<file path="src/rtl/ef_apb_pkg.sv">
// Shared definitions for the APB initiator and its companion slave BFM:
// FSM state encoding and the PSEL/PENABLE pattern that belongs to each phase.
package ef_apb_pkg;

    // Transfer FSM: one APB transfer in flight at a time.
    typedef enum logic [1:0] {
        ST_IDLE   = 2'd0,
        ST_SETUP  = 2'd1,
        ST_ACCESS = 2'd2,
        ST_RESP   = 2'd3
    } apb_state_e;

    // Bus-control pattern of one APB phase.
    typedef struct packed {
        logic psel;
        logic penable;
    } apb_phase_t;

    localparam apb_phase_t PHASE_IDLE   = '{psel: 1'b0, penable: 1'b0};
    localparam apb_phase_t PHASE_SETUP  = '{psel: 1'b1, penable: 1'b0};
    localparam apb_phase_t PHASE_ACCESS = '{psel: 1'b1, penable: 1'b1};

    // Bus-control pattern driven while the FSM sits in a given state.
    // RESP is not an APB phase: the bus is released while the local agent
    // collects the response.
    function automatic apb_phase_t phase_of(apb_state_e st);
        apb_phase_t ph;
        case (st)
            ST_SETUP:  ph = PHASE_SETUP;
            ST_ACCESS: ph = PHASE_ACCESS;
            default:   ph = PHASE_IDLE;
        endcase
        return ph;
    endfunction

endpackage

</file>
<file path="src/rtl/ef_apb_master.sv">
// APB initiator: turns one valid/ready request into one APB transfer
// (SETUP, then ACCESS with PREADY wait states and an optional timeout) and
// returns read data or a timeout flag on a valid/ready response channel.
// Every output is a flop; next values are computed from the next state so
// that bus controls line up with the state they belong to.
module ef_apb_master
    import ef_apb_pkg::*;
#(
    parameter int AW      = 32,
    parameter int DW      = 32,
    parameter int TIMEOUT = 255
) (
    input  logic          PCLK,
    input  logic          PRESET,
    // request channel
    input  logic          req_valid,
    output logic          req_ready,
    input  logic          req_write,
    input  logic [AW-1:0] req_addr,
    input  logic [DW-1:0] req_wdata,
    // response channel
    output logic          rsp_valid,
    input  logic          rsp_ready,
    output logic [DW-1:0] rsp_rdata,
    output logic          rsp_timeout,
    // APB
    output logic          PSEL,
    output logic          PENABLE,
    output logic          PWRITE,
    output logic [AW-1:0] PADDR,
    output logic [DW-1:0] PWDATA,
    input  logic [DW-1:0] PRDATA,
    input  logic          PREADY
);

    // Wait counter only needs to reach TIMEOUT-1; keep at least one bit so
    // the TIMEOUT=0 (wait forever) build still has a legal vector.
    localparam int CW = (TIMEOUT > 0) ? $clog2(TIMEOUT + 1) : 1;
    localparam logic [CW-1:0] CNT_LAST = CW'((TIMEOUT > 0) ? TIMEOUT - 1 : 0);
    localparam bit TIMEOUT_EN = (TIMEOUT != 0);

    apb_state_e    state_q, state_d;
    logic          req_ready_q, req_ready_d;
    logic          rsp_valid_q, rsp_valid_d;
    logic          rsp_timeout_q, rsp_timeout_d;
    logic [DW-1:0] rsp_rdata_q, rsp_rdata_d;
    logic          psel_q, psel_d;
    logic          penable_q, penable_d;
    logic          pwrite_q, pwrite_d;
    logic [AW-1:0] paddr_q, paddr_d;
    logic [DW-1:0] pwdata_q, pwdata_d;
    logic [CW-1:0] cnt_q, cnt_d;
    apb_phase_t    phase_d;

    // Transfers are word accesses: the byte-lane bits of the request address
    // are discarded on capture.
    logic addr_lsb_unused;
    assign addr_lsb_unused = ^req_addr[1:0];

    // Next-state, capture registers, wait counter and registered outputs.
    always_comb begin
        state_d       = state_q;
        rsp_timeout_d = rsp_timeout_q;
        rsp_rdata_d   = rsp_rdata_q;
        pwrite_d      = pwrite_q;
        paddr_d       = paddr_q;
        pwdata_d      = pwdata_q;
        cnt_d         = cnt_q;

        case (state_q)
            ST_IDLE: begin
                // req_ready_q guards the first cycle after reset, when the
                // FSM is already IDLE but the request port is still closed.
                if (req_valid && req_ready_q) begin
                    pwrite_d = req_write;
                    paddr_d  = {req_addr[AW-1:2], 2'b00};
                    pwdata_d = req_wdata;
                    state_d  = ST_SETUP;
                end
            end
            ST_SETUP: begin
                cnt_d   = '0;
                state_d = ST_ACCESS;
            end
            ST_ACCESS: begin
                // PREADY is checked first so a slave answering on the last
                // permitted cycle still completes normally.
                if (PREADY) begin
                    rsp_rdata_d   = pwrite_q ? '0 : PRDATA;
                    rsp_timeout_d = 1'b0;
                    state_d       = ST_RESP;
                end else if (TIMEOUT_EN && (cnt_q == CNT_LAST)) begin
                    rsp_rdata_d   = '0;
                    rsp_timeout_d = 1'b1;
                    state_d       = ST_RESP;
                end else if (TIMEOUT_EN) begin
                    cnt_d = cnt_q + 1'b1;
                end
            end
            ST_RESP: begin
                if (rsp_ready) begin
                    state_d = ST_IDLE;
                end
            end
            default: begin
                state_d = ST_IDLE;
            end
        endcase

        phase_d     = phase_of(state_d);
        psel_d      = phase_d.psel;
        penable_d   = phase_d.penable;
        req_ready_d = (state_d == ST_IDLE);
        rsp_valid_d = (state_d == ST_RESP);
    end

    // State and output registers; reset abandons any transfer in flight.
    always_ff @(posedge PCLK) begin
        if (PRESET) begin
            state_q       <= ST_IDLE;
            req_ready_q   <= 1'b0;
            rsp_valid_q   <= 1'b0;
            rsp_timeout_q <= 1'b0;
            rsp_rdata_q   <= '0;
            psel_q        <= 1'b0;
            penable_q     <= 1'b0;
            pwrite_q      <= 1'b0;
            paddr_q       <= '0;
            pwdata_q      <= '0;
            cnt_q         <= '0;
        end else begin
            state_q       <= state_d;
            req_ready_q   <= req_ready_d;
            rsp_valid_q   <= rsp_valid_d;
            rsp_timeout_q <= rsp_timeout_d;
            rsp_rdata_q   <= rsp_rdata_d;
            psel_q        <= psel_d;
            penable_q     <= penable_d;
            pwrite_q      <= pwrite_d;
            paddr_q       <= paddr_d;
            pwdata_q      <= pwdata_d;
            cnt_q         <= cnt_d;
        end
    end

    assign req_ready   = req_ready_q;
    assign rsp_valid   = rsp_valid_q;
    assign rsp_timeout = rsp_timeout_q;
    assign rsp_rdata   = rsp_rdata_q;
    assign PSEL        = psel_q;
    assign PENABLE     = penable_q;
    assign PWRITE      = pwrite_q;
    assign PADDR       = paddr_q;
    assign PWDATA      = pwdata_q;

endmodule

</file>
<file path="config.mk">
export PLATFORM = sky130hd
export DESIGN_NAME = ef_apb_master
export DESIGN_NICKNAME = d
export VERILOG_FILES = /design/src/rtl/ef_apb_pkg.sv /design/src/rtl/ef_apb_master.sv
export SDC_FILE = /design/constraint.sdc
export NUM_CORES = 1
export LEC_CHECK = 0
export CORE_MARGIN = 2
export CORE_UTILIZATION = 30
export CTS_CLUSTER_SIZE = 30
export DETAILED_ROUTE_END_ITERATION = 16
export PLACE_DENSITY = 0.71
export SYNTH_ARGS = -nofsm -noshare
export SYNTH_HDL_FRONTEND = slang
export SYNTH_SLANG_ARGS = --single-unit
</file>
<file path="constraint.sdc">
create_clock -name PCLK -period 3.2 [get_ports PCLK]
set_input_delay 0.32 -clock PCLK [delete_from_list [all_inputs] [get_ports PCLK]]
set_output_delay 0.32 -clock PCLK [all_outputs]
set_load 0.005 [all_outputs]
</file>
==> qor.yml <==
global_routing:
  grt_pass1_vias: 3866
  antenna_found_initial: 0
  grt_start_max_net_pins: 74
  gr-total-overflow: 0
  grt_pass1_wl_um: 18600
  grt_usage: 0.154
synthesis:
  syn_inst: 510
  synth_warnings: 0
  ys_ff_latch: 110
  syn-cell-area_um2: 4310
  yosysUniqueCellTypes: 36
  synth_fa_ha_area_frac: 0.0145
  synth_xor_area_frac: 0
  synth_area_per_cell_um2: 8.44
  synthMuxAreaShare: 0.0744
  yosys.area_share.simple: 0.239
  yosysSeqAreaShare: 0.511
  synth_top_family_by_area: "simple AND/OR/NAND/NOR gates"
  synth_compound_area_frac: 0.111
detailed_routing:
  vias: 4073
  highest_layer: "met4"
  drt-vias-per-instance: 4.65
  routed-wl-met2_um: 5540
  wl_met1_um: 5040
  drcViolationCount: 0
  finalWirelength_um: 12100
  dr_wl_met3_um: 1290
  drt_iter0_markers: 116
  dr.pass1.iters: 4
  wl_per_cell_um: 13.8
  ant_nets: 0
critical_path:
  critPathKind: "reg -> reg"
  worstPathMaxFanout: 33
  critPathArrivalTime_ns: 2.49
  endpoint_kind: "flop"
  required_ns: 3.47
  cp-start-kind: "flop"
min_path:
  worstHoldPathType: "reg -> reg"
final_layout:
  antenna_cells: 0
  fillers: 1307
  final_cell_area_um2: 6710
  syn_to_final_growth_pct: 55.9
  stdcell_count: 875
  layout-drive-gt1-share: 0.0374
  fin_nets: 797
timing:
  max_freq_mhz: 449
  skew_ns: 0.00588
  hold_viol: 0
  worstMarginPinSlew_ns: 0.708
  finalSetupViolCount: 0
  rsz0062_at_grt: "no"
  slew_viol_final: 0
  slew_headroom: 0.528
  finalCritPeriodShare: 0.695
  period_needed_ns: 2.22
  fin_tns_setup_ns: 0
place:
  place_inst: 859
  gp_congestion: 0.804
  port_buffers: 199
  place_area_um2: 6390
  dp_hpwl_um: 8450
die:
  core_area_um2: 13900
  num_io_pins: 204
  die_x_um: 124
  num_rows: 43
  die_area_um2: 15300
  die_h_um: 124
  start_util: 0.309
cts:
  ctsLongestPathBuffers: 2
  cts_resized: 0
  ctsHoldBuffers: 0
  htree_levels: 3
  clock-sinks: 110
  cts_tree: "yes"
  post_cts_buffers: 0
  clk_latency_ns: 0.35
  clk_pin_slew_ns: 0.07
  numCtsBuffers: 9
  root_buffer: "clkbuf_16"
power:
  p_per_area_nw_per_um2: 471
  power_leakage_nw: 2.30
  ir_worst_vdd_v: 0.000295
outcome:
  status: "complete, no violations"
job:
  maxCapViolCount: 0
## area by class of cell
class | instances | area, um^2 | area share
clock buffers | 10 | 229 | 0.0341
clock inverters | 6 | 91.3 | 0.0136
inverters | 5 | 18.8 | 0.00280
multi-input cells | 360 | 1910 | 0.284
flip-flops and latches | 110 | 2200 | 0.328
well taps | 180 | 225 | 0.0335
repair buffers | 204 | 2040 | 0.304
## metrics by stage
step,power (mW),util,hold slack (ns),setup WS (ns)
floorplan,1.70,-,0.453,1.49
global placement,1.98,0.459,0.442,1.04
detailed placement,2.00,0.459,0.447,0.978
CTS,3.21,0.482,0.456,1.00
global route,3.32,0.482,0.470,0.757
finish,3.16,0.482,0.454,0.975
## cell usage after synthesis, drive strengths merged
library cell | n | area share
nand2 | 166 | 0.14
a32oi | 1 | 0.0020
mux2i | 32 | 0.074
nor2 | 6 | 0.0052
o21bai | 1 | 0.0017
ha | 5 | 0.015
nand2b | 33 | 0.048
or4 | 2 | 0.0035
o41ai | 1 | 0.0020
a21oi | 68 | 0.079
or3 | 1 | 0.0015
a31oi | 2 | 0.0029
o31a | 1 | 0.0020
buf | 14 | 0.026
nor4b | 1 | 0.0020
nor3b | 1 | 0.0017
nor2b | 7 | 0.010
conb | 1 | 0.00087
o311ai | 1 | 0.0020
o21a | 1 | 0.0017
o211ai | 2 | 0.0035
inv | 5 | 0.0044
nand4 | 4 | 0.0058
nor3 | 3 | 0.0035
clkbuf | 22 | 0.019
nand3 | 3 | 0.0035
and4b | 1 | 0.0032
and3 | 1 | 0.0015
a41o | 1 | 0.0023
and2 | 3 | 0.0044
o21ai | 10 | 0.012
dfxtp | 110 | 0.51
## state kept, by name, indices dropped and copies added, names as in the netlist
signal	cells
PWDATA	32
PENABLE	1
cnt_q	8
rsp_valid	1
req_ready	1
state_q	2
PWRITE	1
rsp_timeout	1
rsp_rdata	32
PADDR	30
PSEL	1
## report_power, final
| group | leakage [nW] | internal (mW) | switching (mW) |
|---|---|---|---|
| clock | 0.157 | 0.693 | 0.512 |
| sequential | 0.892 | 1.43 | 0.0395 |
| combinational | 1.25 | 0.280 | 0.204 |
## path summary, 6_finish.rpt
path | start | to | slack (ns) | cells past startpoint
max | cnt_q[0] | rsp_rdata[17] | 0.98 | 7
min | PWDATA[30] | PWDATA[30] | 0.45 | 2
max reg2reg | cnt_q[0] | rsp_rdata[17] | 0.98 | 7
min reg2reg | PWDATA[30] | PWDATA[30] | 0.45 | 2
## metal layers
| metal | up-vias | GRT usage |
|---|---|---|
| li1 | 2019 | - |
| met1 | 1876 | 0.181 |
| met2 | 160 | 0.249 |
| met3 | 18 | 0.0664 |
| met4 | 0 | 0.0604 |
| met5 | - | 0 |
## layout by cell type, fill, tap and decap left out, drive strengths merged, types with 7 or more instances in the layout
cell           count
dfxtp            110
inv                7
nand2            166
clkbuf            10
o21ai             10
nor2b              7
mux2i             32
clkdlybuf4s50    198
nand2b            33
a21oi             68
## logic make-up after synthesis
logic type,after synthesis
AO/OA/AOI/OAI,89
flip-flops,110
multiplexers,32
adder cells (fa/ha/maj),5
AND/OR/NAND/NOR,232
buffers and inverters,41
other,1
## worst max-delay path, cell delays in order, from the launching register on
cell and delay [ns]:
dfxtp_1 0.35, inv_1 0.07, ha_1 0.14, nand4_1 0.22, o21bai_1 0.41, and2_2 0.21, buf_4 0.46, mux2i_1 0.27
(Power assumes the default switching activity.)
